File: src/rtl/deriv_pkg.sv
// Shared widths, term record and sequencer states for the derivative term path.
package deriv_pkg;

   localparam int unsigned COEF_W = 4;
   localparam int unsigned EXP_W  = 4;
   localparam int unsigned PROD_W = COEF_W + EXP_W;

   typedef struct packed {
      logic [PROD_W-1:0] coef;
      logic [EXP_W-1:0]  exp;
   } deriv_term_t;

   typedef enum logic [1:0] {
      COLLECT,
      EMIT,
      ZERO
   } seq_state_t;

   // d/dx (c * x^e) = (c*e) * x^(e-1)
   function automatic deriv_term_t derive(input logic [COEF_W-1:0] c,
                                          input logic [EXP_W-1:0]  e);
      deriv_term_t t;
      t.coef = PROD_W'(c) * PROD_W'(e);
      t.exp  = e - EXP_W'(1);
      return t;
   endfunction

endpackage

File: src/rtl/derivative_term_sequencer_if.sv
// Input term stream, output derivative stream and status flags of the sequencer.
interface derivative_term_sequencer_if;

   logic                          in_valid;
   logic                          in_ready;
   logic [deriv_pkg::COEF_W-1:0]  in_coef;
   logic [deriv_pkg::EXP_W-1:0]   in_exp;
   logic                          in_last;
   logic                          out_valid;
   logic                          out_ready;
   logic [deriv_pkg::PROD_W-1:0]  out_coef;
   logic [deriv_pkg::EXP_W-1:0]   out_exp;
   logic                          out_last;
   logic                          out_zero;
   logic                          err_overflow;
   logic                          busy;

   modport slave (
      input  in_valid, in_coef, in_exp, in_last, out_ready,
      output in_ready, out_valid, out_coef, out_exp, out_last, out_zero,
             err_overflow, busy
   );

   modport master (
      output in_valid, in_coef, in_exp, in_last, out_ready,
      input  in_ready, out_valid, out_coef, out_exp, out_last, out_zero,
             err_overflow, busy
   );

endinterface

File: src/rtl/deriv_term_fifo.sv
// Synchronous FIFO of derivative terms; pointers wrap modulo DEPTH (power of 2).
module deriv_term_fifo
   import deriv_pkg::*;
#(
   parameter int unsigned DEPTH = 4,
   localparam int unsigned PTR_W = $clog2(DEPTH),
   localparam int unsigned CNT_W = PTR_W + 1
) (
   input  logic             clk,
   input  logic             rst_n,
   input  logic             push,
   input  deriv_term_t      din,
   input  logic             pop,
   output deriv_term_t      head,
   output logic             full,
   output logic             empty,
   output logic [CNT_W-1:0] count
);

   deriv_term_t      mem [DEPTH];
   logic [PTR_W-1:0] wr_ptr;
   logic [PTR_W-1:0] rd_ptr;

   assign head  = mem[rd_ptr];
   assign full  = (count == CNT_W'(DEPTH));
   assign empty = (count == '0);

   always_ff @(posedge clk) begin
      if (push) begin
         mem[wr_ptr] <= din;
      end
   end

   always_ff @(posedge clk or negedge rst_n) begin
      if (!rst_n) begin
         wr_ptr <= '0;
         rd_ptr <= '0;
         count  <= '0;
      end else begin
         if (push) begin
            wr_ptr <= wr_ptr + PTR_W'(1);
         end
         if (pop) begin
            rd_ptr <= rd_ptr + PTR_W'(1);
         end
         case ({push, pop})
            2'b10:   count <= count + CNT_W'(1);
            2'b01:   count <= count - CNT_W'(1);
            default: count <= count;
         endcase
      end
   end

endmodule

File: src/rtl/derivative_term_sequencer.sv
// Collects one polynomial's non-zero derivative terms, then replays them
// (or a single zero term) over the output handshake.
module derivative_term_sequencer
   import deriv_pkg::*;
#(
   parameter int unsigned TERM_DEPTH = 4
) (
   input  logic                        clk,
   input  logic                        rst_n,
   derivative_term_sequencer_if.slave  bus
);

   localparam int unsigned CNT_W = $clog2(TERM_DEPTH) + 1;

   seq_state_t       state;
   seq_state_t       state_next;
   deriv_term_t      term;
   deriv_term_t      head;
   logic             in_acc;
   logic             kept;
   logic             push;
   logic             pop;
   logic             fifo_full;
   logic             fifo_empty;
   logic [CNT_W-1:0] fifo_count;
   logic             err_q;
   logic             out_valid_c;
   logic             out_last_c;
   logic             out_zero_c;
   logic [PROD_W-1:0] out_coef_c;
   logic [EXP_W-1:0]  out_exp_c;

   assign term   = derive(bus.in_coef, bus.in_exp);
   assign in_acc = bus.in_valid && (state == COLLECT);
   assign kept   = in_acc && (bus.in_coef != '0) && (bus.in_exp != '0);
   assign push   = kept && !fifo_full;
   assign pop    = (state == EMIT) && bus.out_ready;

   deriv_term_fifo #(
      .DEPTH (TERM_DEPTH)
   ) u_fifo (
      .clk   (clk),
      .rst_n (rst_n),
      .push  (push),
      .din   (term),
      .pop   (pop),
      .head  (head),
      .full  (fifo_full),
      .empty (fifo_empty),
      .count (fifo_count)
   );

   always_ff @(posedge clk or negedge rst_n) begin
      if (!rst_n) begin
         state <= COLLECT;
      end else begin
         state <= state_next;
      end
   end

   always_comb begin
      state_next  = state;
      out_valid_c = 1'b0;
      out_coef_c  = '0;
      out_exp_c   = '0;
      out_last_c  = 1'b0;
      out_zero_c  = 1'b0;
      unique case (state)
         COLLECT: begin
            // ZERO only when nothing is buffered and this last term is not pushed either
            if (in_acc && bus.in_last) begin
               state_next = (fifo_empty && !push) ? ZERO : EMIT;
            end
         end
         EMIT: begin
            out_valid_c = 1'b1;
            out_coef_c  = head.coef;
            out_exp_c   = head.exp;
            out_last_c  = (fifo_count == CNT_W'(1));
            if (bus.out_ready && out_last_c) begin
               state_next = COLLECT;
            end
         end
         ZERO: begin
            out_valid_c = 1'b1;
            out_last_c  = 1'b1;
            out_zero_c  = 1'b1;
            if (bus.out_ready) begin
               state_next = COLLECT;
            end
         end
         default: state_next = COLLECT;
      endcase
   end

   always_ff @(posedge clk or negedge rst_n) begin
      if (!rst_n) begin
         err_q <= 1'b0;
      end else if (kept && fifo_full) begin
         err_q <= 1'b1;
      end else if (out_valid_c && bus.out_ready && out_last_c) begin
         err_q <= 1'b0;
      end
   end

   assign bus.in_ready     = (state == COLLECT);
   assign bus.out_valid    = out_valid_c;
   assign bus.out_coef     = out_coef_c;
   assign bus.out_exp      = out_exp_c;
   assign bus.out_last     = out_last_c;
   assign bus.out_zero     = out_zero_c;
   assign bus.err_overflow = err_q;
   assign bus.busy         = (state != COLLECT);

endmodule

File: src/flat_wrapper.sv
// flat-port wrapper written by rule: the top's interface ports become plain ports
module derivative_term_sequencer_flat import deriv_pkg::*;
#(
   parameter int unsigned TERM_DEPTH = 4
)
  (clk, rst_n, bus_in_valid, bus_in_coef, bus_in_exp, bus_in_last, bus_out_ready, bus_in_ready, bus_out_valid, bus_out_coef, bus_out_exp, bus_out_last, bus_out_zero, bus_err_overflow, bus_busy);
  derivative_term_sequencer_if bus_i ();
  input  logic clk;
  input  logic rst_n;
  input wire logic [$bits(bus_i.in_valid)-1:0] bus_in_valid;
  input wire logic [$bits(bus_i.in_coef)-1:0] bus_in_coef;
  input wire logic [$bits(bus_i.in_exp)-1:0] bus_in_exp;
  input wire logic [$bits(bus_i.in_last)-1:0] bus_in_last;
  input wire logic [$bits(bus_i.out_ready)-1:0] bus_out_ready;
  output wire logic [$bits(bus_i.in_ready)-1:0] bus_in_ready;
  output wire logic [$bits(bus_i.out_valid)-1:0] bus_out_valid;
  output wire logic [$bits(bus_i.out_coef)-1:0] bus_out_coef;
  output wire logic [$bits(bus_i.out_exp)-1:0] bus_out_exp;
  output wire logic [$bits(bus_i.out_last)-1:0] bus_out_last;
  output wire logic [$bits(bus_i.out_zero)-1:0] bus_out_zero;
  output wire logic [$bits(bus_i.err_overflow)-1:0] bus_err_overflow;
  output wire logic [$bits(bus_i.busy)-1:0] bus_busy;
  assign bus_i.in_valid = bus_in_valid;
  assign bus_i.in_coef = bus_in_coef;
  assign bus_i.in_exp = bus_in_exp;
  assign bus_i.in_last = bus_in_last;
  assign bus_i.out_ready = bus_out_ready;
  assign bus_in_ready = bus_i.in_ready;
  assign bus_out_valid = bus_i.out_valid;
  assign bus_out_coef = bus_i.out_coef;
  assign bus_out_exp = bus_i.out_exp;
  assign bus_out_last = bus_i.out_last;
  assign bus_out_zero = bus_i.out_zero;
  assign bus_err_overflow = bus_i.err_overflow;
  assign bus_busy = bus_i.busy;
  derivative_term_sequencer #(.TERM_DEPTH(TERM_DEPTH)) u_core (.clk(clk), .rst_n(rst_n), .bus(bus_i));
endmodule
File: config.mk
export PLATFORM = sky130hd
export DESIGN_NAME = derivative_term_sequencer_flat
export DESIGN_NICKNAME = d
export VERILOG_FILES = /design/src/rtl/deriv_pkg.sv /design/src/rtl/derivative_term_sequencer_if.sv /design/src/rtl/deriv_term_fifo.sv /design/src/rtl/derivative_term_sequencer.sv /design/src/flat_wrapper.sv
export SDC_FILE = /design/constraint.sdc
export NUM_CORES = 1
export LEC_CHECK = 0
export CORE_ASPECT_RATIO = 0.7
export CORE_UTILIZATION = 50
export CTS_CLUSTER_DIAMETER = 150
export CTS_CLUSTER_SIZE = 25
export DETAILED_ROUTE_END_ITERATION = 8
export HOLD_SLACK_MARGIN = 0.06
export MAX_ROUTING_LAYER = met4
export PLACE_DENSITY = 0.72
export SYNTH_ARGS = -nofsm -noshare
export SYNTH_HDL_FRONTEND = slang
export SYNTH_SLANG_ARGS = --single-unit
File: constraint.sdc
create_clock -name clk -period 5.7 [get_ports clk]
set_clock_uncertainty 0.2 [all_clocks]
set_input_delay 0.57 -clock clk [delete_from_list [all_inputs] [get_ports clk]]
set_output_delay 0.57 -clock clk [all_outputs]
set_load 0.05 [all_outputs]
# Yosys cells after proc, flatten, opt, wreduce, memory -nomap -nowiden
# Memories as Yosys holds them, arrays and structs flattened.
# Index checks and enable logic that the tools add are counted.
[totals] n_memories=1 word_cells=58 input_bits=13 ff_bits=10 ramBits=48 output_inout_bits=18
[mem_list] memory="u_core.u_fifo.mem" depth=4 width=12 read_ports=1 rd_ports_with_merged_regs=0 wr=1 line_no="deriv_term_fifo.sv:20" rtl="deriv_term_t mem [DEPTH];"
[op_classes] n_eq_ne=9 n_mux=15 multipliers=1 n_addsub=5 reduce_logical=22
[ops] operator="$logic_and 1x1->1" count=11
[ops] operator="$mul 4x4->8" count=1
[ops] operator="$mux 2" count=4
[ops] operator="$mux 8" count=1
[ops] operator="$reduce_bool 4->1" count=2
[ops] operator="$mux 1" count=6
[ops] operator="$pmux 2 s3" count=1
[ops] operator="$pmux 3 s2" count=1
[ops] operator="$reduce_bool 2->1" count=3
[ops] operator="$add 2x1->2 const B" count=2
[ops] operator="$eq 2x1->1 const B" count=2
[ops] operator="$eq 2x2->1 const B" count=2
[ops] operator="$mux 4" count=1
[ops] operator="$ne 2x2->1 const B" count=2
[ops] operator="$sub 4x1->4 const B" count=1
[ops] operator="$add 3x1->3 const B" count=1
[ops] operator="$eq 3x1->1 const B" count=1
[ops] operator="$eq 3x3->1 const B" count=1
[ops] operator="$logic_not 3->1" count=1
[ops] operator="$reduce_and 3->1" count=1
[ops] operator="$sub 3x1->3 const B" count=1
[ops] operator="$logic_not 1->1" count=2
[ops] operator="$logic_not 2->1" count=1
[ops] operator="$ne 2x1->1 const B" count=1
[ops] operator="other kinds (2)" count=2

# Depth between registers and ports, before layout
# Gate-level depths: netlist of the first run.
[depth] word_depth=10 depth_mapped=10

# Modules after synthesis
# From an unflattened synthesis of the first run, not the netlist that was laid out.
[unflattened] hier_cells=206 area_unflattened_um2=3022.9
[by_module_without_submodules] mod="deriv_term_fifo" area_per_inst_um2=2158.3 n_inst=1 seq_area_each_um2=1616.6 cells_each=99
[by_module_without_submodules] mod="derivative_term_sequencer" area_per_inst_um2=864.6 n_inst=1 seq_area_each_um2=75.1 cells_each=107

# Worst setup path before layout of the first run
# No wires, ideal clock.
[synth_timing] path_kind="input to register" startpoint="input bus_in_exp[3]" endpoint="memory u_core.u_fifo.mem[0][10] in the netlist's numbering, data pin" t_required_ps=5320 setup_ps=180 path_slack_ps=2618 cell_stages=10 arrival_ps=2701 path_cell_list="nand2_1 fa_1 inv_1 fa_1 inv_1 fa_1 nor2b_1 o21ai_0 nand2_1 xor2_1"
[synth_lines] item="start: declaration" line_no="flat_wrapper.sv:12" rtl="input wire logic [$bits(bus_i.in_exp)-1:0] bus_in_exp;"
[synth_lines] item="end: declaration" line_no="deriv_term_fifo.sv:20"

# Worst setup path in the final report of the first run
[layout_timing] startpoint="register u_core.u_fifo.rd_ptr[0]" endpoint="output bus_out_coef[3]"
[layout_between] elab_chain_len=2
[layout_rtl] item="start: declaration" line_no="deriv_term_fifo.sv:22" rtl="logic [PTR_W-1:0] rd_ptr;"
[layout_rtl] item="start signal: assignment" line_no="deriv_term_fifo.sv:44" rtl="rd_ptr <= rd_ptr + PTR_W'(1);"
[layout_rtl] item="$mem_v2 4x12"
[layout_rtl] item="$mux 8" line_no="derivative_term_sequencer.sv:68" rtl="unique case (state)"
[layout_rtl] item="end: declaration" line_no="flat_wrapper.sv:17" rtl="output wire logic [$bits(bus_i.out_coef)-1:0] bus_out_coef;"
# Every way passes these cells.

==> results of run 1 <==
[cell usage after synthesis, drive strengths merged (2+ instances only)]
| cell type | number |
|---|---|
| a21oi | 2 |
| xnor2 | 7 |
| nor2b | 2 |
| nand2 | 11 |
| o21ai | 3 |
| nor2 | 2 |
| mux2 | 2 |
| edfxtp | 48 |
| buf | 3 |
| xor2 | 5 |
| ha | 25 |
| mux4 | 12 |
| fa | 4 |
| nor4 | 2 |
| and2 | 30 |
| dfrtp | 10 |
| inv | 20 |
| nor3 | 2 |
[layer usage]
layer	share of wire (%)	vias to the layer above	track usage, %
met4	1.4	0	8.90
met5	0	-	-
met2	42	39	25.9
met1	52	807	28.8
li1	-	793	-
met3	5.1	9	7.76
[flip-flops by register name (all words and copies together) (netlist names)]
signal and cells:
u_core.u_fifo.mem 48, u_core.u_fifo.wr_ptr 2, u_core.bus.err_overflow 1, u_core.state 2, u_core.u_fifo.count 3, u_core.u_fifo.rd_ptr 2
[layout make-up]
cell class                 count  area [sq um]
fill                         438          2170
clock buffer                  11           141
timing repair buffer          30           300
sequential                    58          1690
multi-input combinational    119          1210
tap                           75          93.8
clock inverter                 5          77.6
inverter                      20          75.1
[worst max-delay path, cell delays in order (launching register included)]
cell                              delay [ns]
sky130_fd_sc_hd__dfrtp_1                0.92
sky130_fd_sc_hd__mux4_2                 0.59
sky130_fd_sc_hd__and2_1                 0.18
sky130_fd_sc_hd__clkdlybuf4s50_1        0.71
[final timing paths]
path                                            end  slack [ns]  cells after the start
setup / recovery                    bus_out_coef[3]        2.19                      3
hold / removal              u_core.bus.err_overflow        0.30                      1
setup reg to reg           u_core.u_fifo.mem[0][10]        3.06                      6
hold reg to reg             u_core.bus.err_overflow        0.30                      1
max in group asynchronous           u_core.state[0]        4.59                      1
min in group asynchronous   u_core.u_fifo.wr_ptr[1]        0.37                      1
[power breakdown]
part	leakage (uW)	switching, uW	total [uW]	internal, uW
Sequential	0.000558	89.7	658	568
Combinational	0.000731	488	826	338
Clock	0.000111	152	408	256
[through the flow]
| stage | hold WS (ns) | power, uW | setup slack (ns) | util, % |
|---|---|---|---|---|
| final | 0.297 | 1890 | 2.19 | 62.3 |
| after global routing | 0.324 | 2000 | 1.96 | 62.3 |
| after CTS | 0.303 | 1910 | 2.12 | 62.3 |
| after detailed placement | 0.284 | 1490 | 1.81 | 58.5 |
| after global placement | 0.294 | 1480 | 1.89 | 58.5 |
| after floorplan | 0.0744 | 1250 | 2.62 | - |
[logic make-up after synthesis]
| logic type | synth area share (%) |
|---|---|
| AO/OA/AOI/OAI | 2.92 |
| XOR/XNOR | 3.50 |
| adder cells (fa/ha/maj) | 13.1 |
| buffers and inverters | 3.34 |
| flip-flops | 56.4 |
| multiplexers | 10.1 |
| AND/OR/NAND/NOR | 10.7 |
==> reports/summary.json, run 1 <==
{
  "routed_vias": {"value": 1648},
  "yosys.area.top_type_share": {"value": 48.0, "unit": "%"},
  "synth_edf_count": {"value": 48},
  "finalMaxSlewViolations": {"value": 0},
  "netlist.top_cell.by_area": {"value": "sky130_fd_sc_hd__edfxtp_1"},
  "power.leakage": {"value": 0.00140, "unit": "uW"},
  "slew_headroom": {"value": 41.3, "unit": "%"},
  "core_area": {"value": 5760, "unit": "sq um"},
  "boundaryPins": {"value": 31},
  "synth.net_count": {"value": 243},
  "critical_path.endpoint_type": {"value": "output pin"},
  "grt_pass1_vias": {"value": 1575},
  "die_area": {"value": 6320, "unit": "sq um"},
  "arrival": {"value": 2.74, "unit": "ns"},
  "drt-wirelength-per-cell": {"value": 17.0, "unit": "um"},
  "route.detailed.drc": {"value": 0},
  "clock_insertion_delay_worst_skew": {"value": 0.34, "unit": "ns"},
  "worst_setup_path_startpoint": {"value": "u_core.u_fifo.rd_ptr[0]"},
  "cts_hold_repair.buffers": {"value": 0},
  "rows": {"value": 23},
  "cts_tree": {"value": "built"},
  "cellPowerDensity": {"value": 527, "unit": "nW/um^2"},
  "antenna_found_initial": {"value": 0},
  "cp.required": {"value": 4.93, "unit": "ns"},
  "hold_path_class": {"value": "flop to flop"},
  "placed_area": {"value": 3370, "unit": "sq um"},
  "yosys_warnings": {"value": 0},
  "detail-route-antenna-nets": {"value": 0},
  "clock_tree.htree_level_count": {"value": 3},
  "cts_root_buf": {"value": "sky130_fd_sc_hd__clkbuf_8"},
  "r2r-start": {"value": "u_core.state[1]"},
  "sequential_fraction_of_the_synthesis_area": {"value": 56.4, "unit": "%"},
  "starting_utilization_of_the_core_area": {"value": 52.1, "unit": "%"},
  "tightest_slew": {"value": 0.880, "unit": "ns"},
  "via_per_inst": {"value": 5.18},
  "antenna_cells_inserted": {"value": 0},
  "chipHeight": {"value": 66.8, "unit": "um"},
  "cts_post_setup_buffers_inserted": {"value": 0},
  "cap_viol_max_count": {"value": 0},
  "place.gp.congestion": {"value": 0.783},
  "cts_sinks": {"value": 58},
  "instances_no_fill": {"value": 318},
  "holdCritStartpoint": {"value": "u_core.bus.err_overflow"},
  "synth_ff_type": {"value": "sky130_fd_sc_hd__edfxtp_1"},
  "first_pass_iteration_count_of_the_detailed_router": {"value": 4},
  "placed_cells": {"value": 302},
  "grt_pass1_wl": {"value": 8460, "unit": "um"},
  "critical_path_peak_fanout": {"value": 14},
  "path_class": {"value": "flop to output pin"},
  "unrepaired_setup_endpoints_after_global_routing": {"value": "no"},
  "finalHoldViolCount": {"value": 0},
  "layout.cells.most_common_list": {"value": "sky130_fd_sc_hd__edfxtp_1, sky130_fd_sc_hd__and2_1, sky130_fd_sc_hd__clkdlybuf4s50_1"},
  "postLayoutCellArea": {"value": 3590, "unit": "sq um"},
  "setup_total_negative_slack": {"value": 0, "unit": "ns"},
  "combined_global_route_utilization_of_all_metal_layers": {"value": 20.4, "unit": "%"},
  "grt_start_max_net_pins": {"value": 16},
  "synthToLayoutAreaGrowth": {"value": 19.6, "unit": "%"},
  "post_syn_area": {"value": 3000, "unit": "sq um"},
  "share_of_post_route_cells_with_drive_strength_above_1": {"value": 12.8, "unit": "%"},
  "yosys_register_bits": {"value": 58},
  "synth_cells": {"value": 201},
  "totalWireLength": {"value": 5400, "unit": "um"},
  "irDropWorstVdd": {"value": 0.000177, "unit": "V"},
  "port-buffer-count": {"value": 30},
  "run_status": {"value": "completed"},
  "maxClockFrequency": {"value": 285, "unit": "MHz"},
  "drtIter0Drc": {"value": 97},
  "cts_buffers": {"value": 9},
  "path_clk_slew": {"value": 0.06, "unit": "ns"},
  "timing.critical_path.from_type": {"value": "flop"},
  "clock_tree.buffer_depth": {"value": 2},
  "layout.cells.most_common": {"value": "sky130_fd_sc_hd__edfxtp_1"},
  "dp_hpwl": {"value": 3810, "unit": "um"},
  "synth.top_cells.by_area": {"value": "sky130_fd_sc_hd__edfxtp_1, sky130_fd_sc_hd__ha_1, sky130_fd_sc_hd__mux4_2"},
  "timing.final.crit_period": {"value": 3.51, "unit": "ns"},
  "synth_cell_type_count": {"value": 32},
  "die_wd": {"value": 94.6, "unit": "um"},
  "final_nets": {"value": 280},
  "fin_crit_sh": {"value": 61.6, "unit": "%"},
  "gr-total-overflow": {"value": 0},
  "syn-mean-instance-area": {"value": 14.9, "unit": "sq um"},
  "async_reset_ff_share": {"value": 17.2, "unit": "%"},
  "cts.repair.resized": {"value": 0},
  "finalSetupViolCount": {"value": 0}
}
(Power assumes the default switching activity.)
==> run 2: changes to the inputs <==
PLACE_DENSITY = 0.74   (was 0.72)
clock period = 3 ns   (was 5.7 ns; I/O delays follow)
==> run 2 against run 1 <==
Against the previous run:
- clock power is 41% higher
- sequential share of layout area fell by 2.1 points
- total power grew 85%
- combinational power rose by 110%
- global-route usage shrank 0.37 points
- final area increased by 4.6%
- via count up 4.2%
- non-clock buffer count increased by 21
- first-iteration DRC count down 30%
- die area did not move
==> reports/summary.json, run 2 (synthesis gave the netlist of run 1 again) <==
{
  "hold_path_class": {"value": "input port to async pin"},
  "fillerInstances": {"value": 447},
  "port-buffer-count": {"value": 30},
  "placed_area": {"value": 3570, "unit": "sq um"},
  "core_area": {"value": 5760, "unit": "sq um"},
  "cp-endpoint": {"value": "u_core.u_fifo.mem[2][11]"},
  "placed_cells": {"value": 323},
  "p_clk_share": {"value": 16.5, "unit": "%"},
  "detail-route-antenna-nets": {"value": 0},
  "cp.required": {"value": 2.86, "unit": "ns"},
  "die_wd": {"value": 94.6, "unit": "um"},
  "clock_tree.htree_level_count": {"value": 3},
  "r2r-start": {"value": "u_core.state[1]"},
  "cts_buffers": {"value": 9},
  "cap_viol_max_count": {"value": 0},
  "totalWireLength": {"value": 5370, "unit": "um"},
  "arrival": {"value": 2.79, "unit": "ns"},
  "path_class": {"value": "input port to flop"},
  "run_status": {"value": "completed"},
  "drt-wirelength-per-cell": {"value": 15.8, "unit": "um"},
  "clock_insertion_delay_worst_skew": {"value": 0.32, "unit": "ns"},
  "power.switching": {"value": 1380, "unit": "uW"},
  "cts_tree": {"value": "built"},
  "finalWorstSetupSlack": {"value": 0.0778, "unit": "ns"},
  "p_sw_share": {"value": 39.6, "unit": "%"},
  "fin_crit_sh": {"value": 97.4, "unit": "%"},
  "layout.cells.most_common_list": {"value": "sky130_fd_sc_hd__edfxtp_1, sky130_fd_sc_hd__and2_1, sky130_fd_sc_hd__ha_1"},
  "instances_no_fill": {"value": 339},
  "gr-total-overflow": {"value": 0},
  "worst_setup_path_startpoint": {"value": "bus_in_exp[1]"},
  "combined_global_route_utilization_of_all_metal_layers": {"value": 20.0, "unit": "%"},
  "die_area": {"value": 6320, "unit": "sq um"},
  "internal_power": {"value": 2110, "unit": "uW"},
  "share_of_post_route_cells_with_drive_strength_above_1": {"value": 22.7, "unit": "%"},
  "p_comb_share": {"value": 49.4, "unit": "%"},
  "maxClockFrequency": {"value": 342, "unit": "MHz"},
  "fin_worst_hold_slack": {"value": 0.110, "unit": "ns"},
  "via_per_inst": {"value": 5.07},
  "dp_hpwl": {"value": 3920, "unit": "um"},
  "first_pass_iteration_count_of_the_detailed_router": {"value": 4},
  "timing.critical_path.from_type": {"value": "input port"},
  "antenna_cells_inserted": {"value": 0},
  "drtIter0Drc": {"value": 68},
  "unrepaired_setup_endpoints_after_global_routing": {"value": "no"},
  "cts_root_buf": {"value": "sky130_fd_sc_hd__clkbuf_8"},
  "cts_post_setup_buffers_inserted": {"value": 0},
  "post-place-ws": {"value": -0.511, "unit": "ns"},
  "layout.cells.most_common": {"value": "sky130_fd_sc_hd__edfxtp_1"},
  "finalMaxSlewViolations": {"value": 0},
  "finalSetupViolCount": {"value": 0},
  "timing.final.crit_period": {"value": 2.92, "unit": "ns"},
  "grt_pass1_vias": {"value": 1662},
  "largest_register_ffs": {"value": 48},
  "post-layout-total-power": {"value": 3490, "unit": "uW"},
  "cts_sinks": {"value": 58},
  "postLayoutCellArea": {"value": 3750, "unit": "sq um"},
  "route.detailed.drc": {"value": 0},
  "rows": {"value": 23},
  "routed_vias": {"value": 1718},
  "final_nets": {"value": 301},
  "starting_utilization_of_the_core_area": {"value": 52.1, "unit": "%"},
  "boundaryPins": {"value": 31},
  "power.leakage": {"value": 0.00151, "unit": "uW"},
  "place.gp.congestion": {"value": 0.765},
  "critical_path_peak_fanout": {"value": 4},
  "chipHeight": {"value": 66.8, "unit": "um"},
  "cellPowerDensity": {"value": 930, "unit": "nW/um^2"},
  "antenna_found_initial": {"value": 0},
  "regToRegSetupSlack": {"value": 0.72, "unit": "ns"},
  "reg_to_reg_endpoint": {"value": "u_core.u_fifo.count[2]"},
  "grt_start_max_net_pins": {"value": 13},
  "clock_tree.buffer_depth": {"value": 2},
  "critical_path.endpoint_type": {"value": "flop"},
  "irDropWorstVdd": {"value": 0.000453, "unit": "V"},
  "registers.top_by_ff_count": {"value": "u_core.u_fifo.mem"},
  "worst_reg_to_reg_cells": {"value": 9},
  "biggestRegsByFlops": {"value": "u_core.u_fifo.mem x48, u_core.u_fifo.count x3"},
  "slew_headroom": {"value": 64.0, "unit": "%"},
  "seqPwrFrac": {"value": 34.1, "unit": "%"},
  "synthToLayoutAreaGrowth": {"value": 25.1, "unit": "%"},
  "path_clk_slew": {"value": 0.06, "unit": "ns"},
  "finalHoldViolCount": {"value": 0},
  "grt_pass1_wl": {"value": 8570, "unit": "um"},
  "cts_hold_repair.buffers": {"value": 0},
  "tightest_slew": {"value": 0.539, "unit": "ns"}
}
[run 2: cell count changes in the layout (fill, tap and decap cells not counted), moves of 2 or more]
cell / previous run / this run
sky130_fd_sc_hd__buf_4: 0 / 20
sky130_fd_sc_hd__clkdlybuf4s50_1: 30 / 22
sky130_fd_sc_hd__buf_12: 0 / 4
sky130_fd_sc_hd__dlygate4sd2_1: 0 / 4
sky130_fd_sc_hd__a21oi_1: 2 / 0
sky130_fd_sc_hd__a21oi_2: 0 / 2
sky130_fd_sc_hd__bufinv_16: 2 / 0
sky130_fd_sc_hd__clkinv_2: 1 / 3
sky130_fd_sc_hd__clkinvlp_4: 0 / 2
[run 2: per-layer routing]
layer  vias up  GRT usage [%]  wire length, um
li1        835              -                -
met1       853           28.1             2760
met3         5           6.16              172
met5         -              -                0
met4         0           6.25               53
met2        25           28.0             2380
[run 2: what timing repair did]
item                       CTS  global route
pin swaps                    2             3
resized for setup            8             3
setup endpoints to repair   12            16
[run 2: worst min-delay path by stage]
stage                                       start                      end  slack, ns  depth (start not counted)
after floorplan                             rst_n  u_core.bus.err_overflow      -0.20                          0
after detailed placement  u_core.bus.err_overflow  u_core.bus.err_overflow       0.29                          1
final                                       rst_n          u_core.state[0]       0.11                          1
after global routing                        rst_n          u_core.state[1]       0.11                          1
after global placement    u_core.bus.err_overflow  u_core.bus.err_overflow       0.28                          1
after CTS                                   rst_n          u_core.state[0]       0.11                          1
[run 2: through the flow]
step	TNS (ns)	utilization (%)
after floorplan	0	-
after global placement	-6.63	62.0
after detailed placement	-7.38	62.0
after CTS	0	65.1
after global routing	0	65.2
final	0	65.2
[run 2: area by class of cell]
class / count / area [sq um] / area share, %
flip-flops and latches: 58 / 1690 / 45.1
multi-input cells: 119 / 1230 / 32.9
repair buffers: 51 / 498 / 13.3
clock buffers: 10 / 128 / 3.40
well taps: 75 / 93.8 / 2.50
inverters: 20 / 75.1 / 2.00
clock inverters: 6 / 33.8 / 0.900
[run 2: power by group through the flow]
stage,clock network (uW),logic [uW],registers (uW)
final,576,1730,1190
after global routing,630,1850,1210
after CTS,592,1740,1190
after global placement,0,1710,1200
after detailed placement,0,1730,1210
after floorplan,0,1200,1180
[run 2: worst max-delay path, cell delays in order]
cell                              delay (ns)
sky130_fd_sc_hd__clkdlybuf4s50_1        0.50
sky130_fd_sc_hd__nand2_1                0.08
sky130_fd_sc_hd__fa_1                   0.48
sky130_fd_sc_hd__inv_1                  0.05
sky130_fd_sc_hd__fa_1                   0.45
sky130_fd_sc_hd__ha_1                   0.33
sky130_fd_sc_hd__a21oi_2                0.16
sky130_fd_sc_hd__o211ai_1               0.13
sky130_fd_sc_hd__a21oi_2                0.19
sky130_fd_sc_hd__xnor2_2                0.10
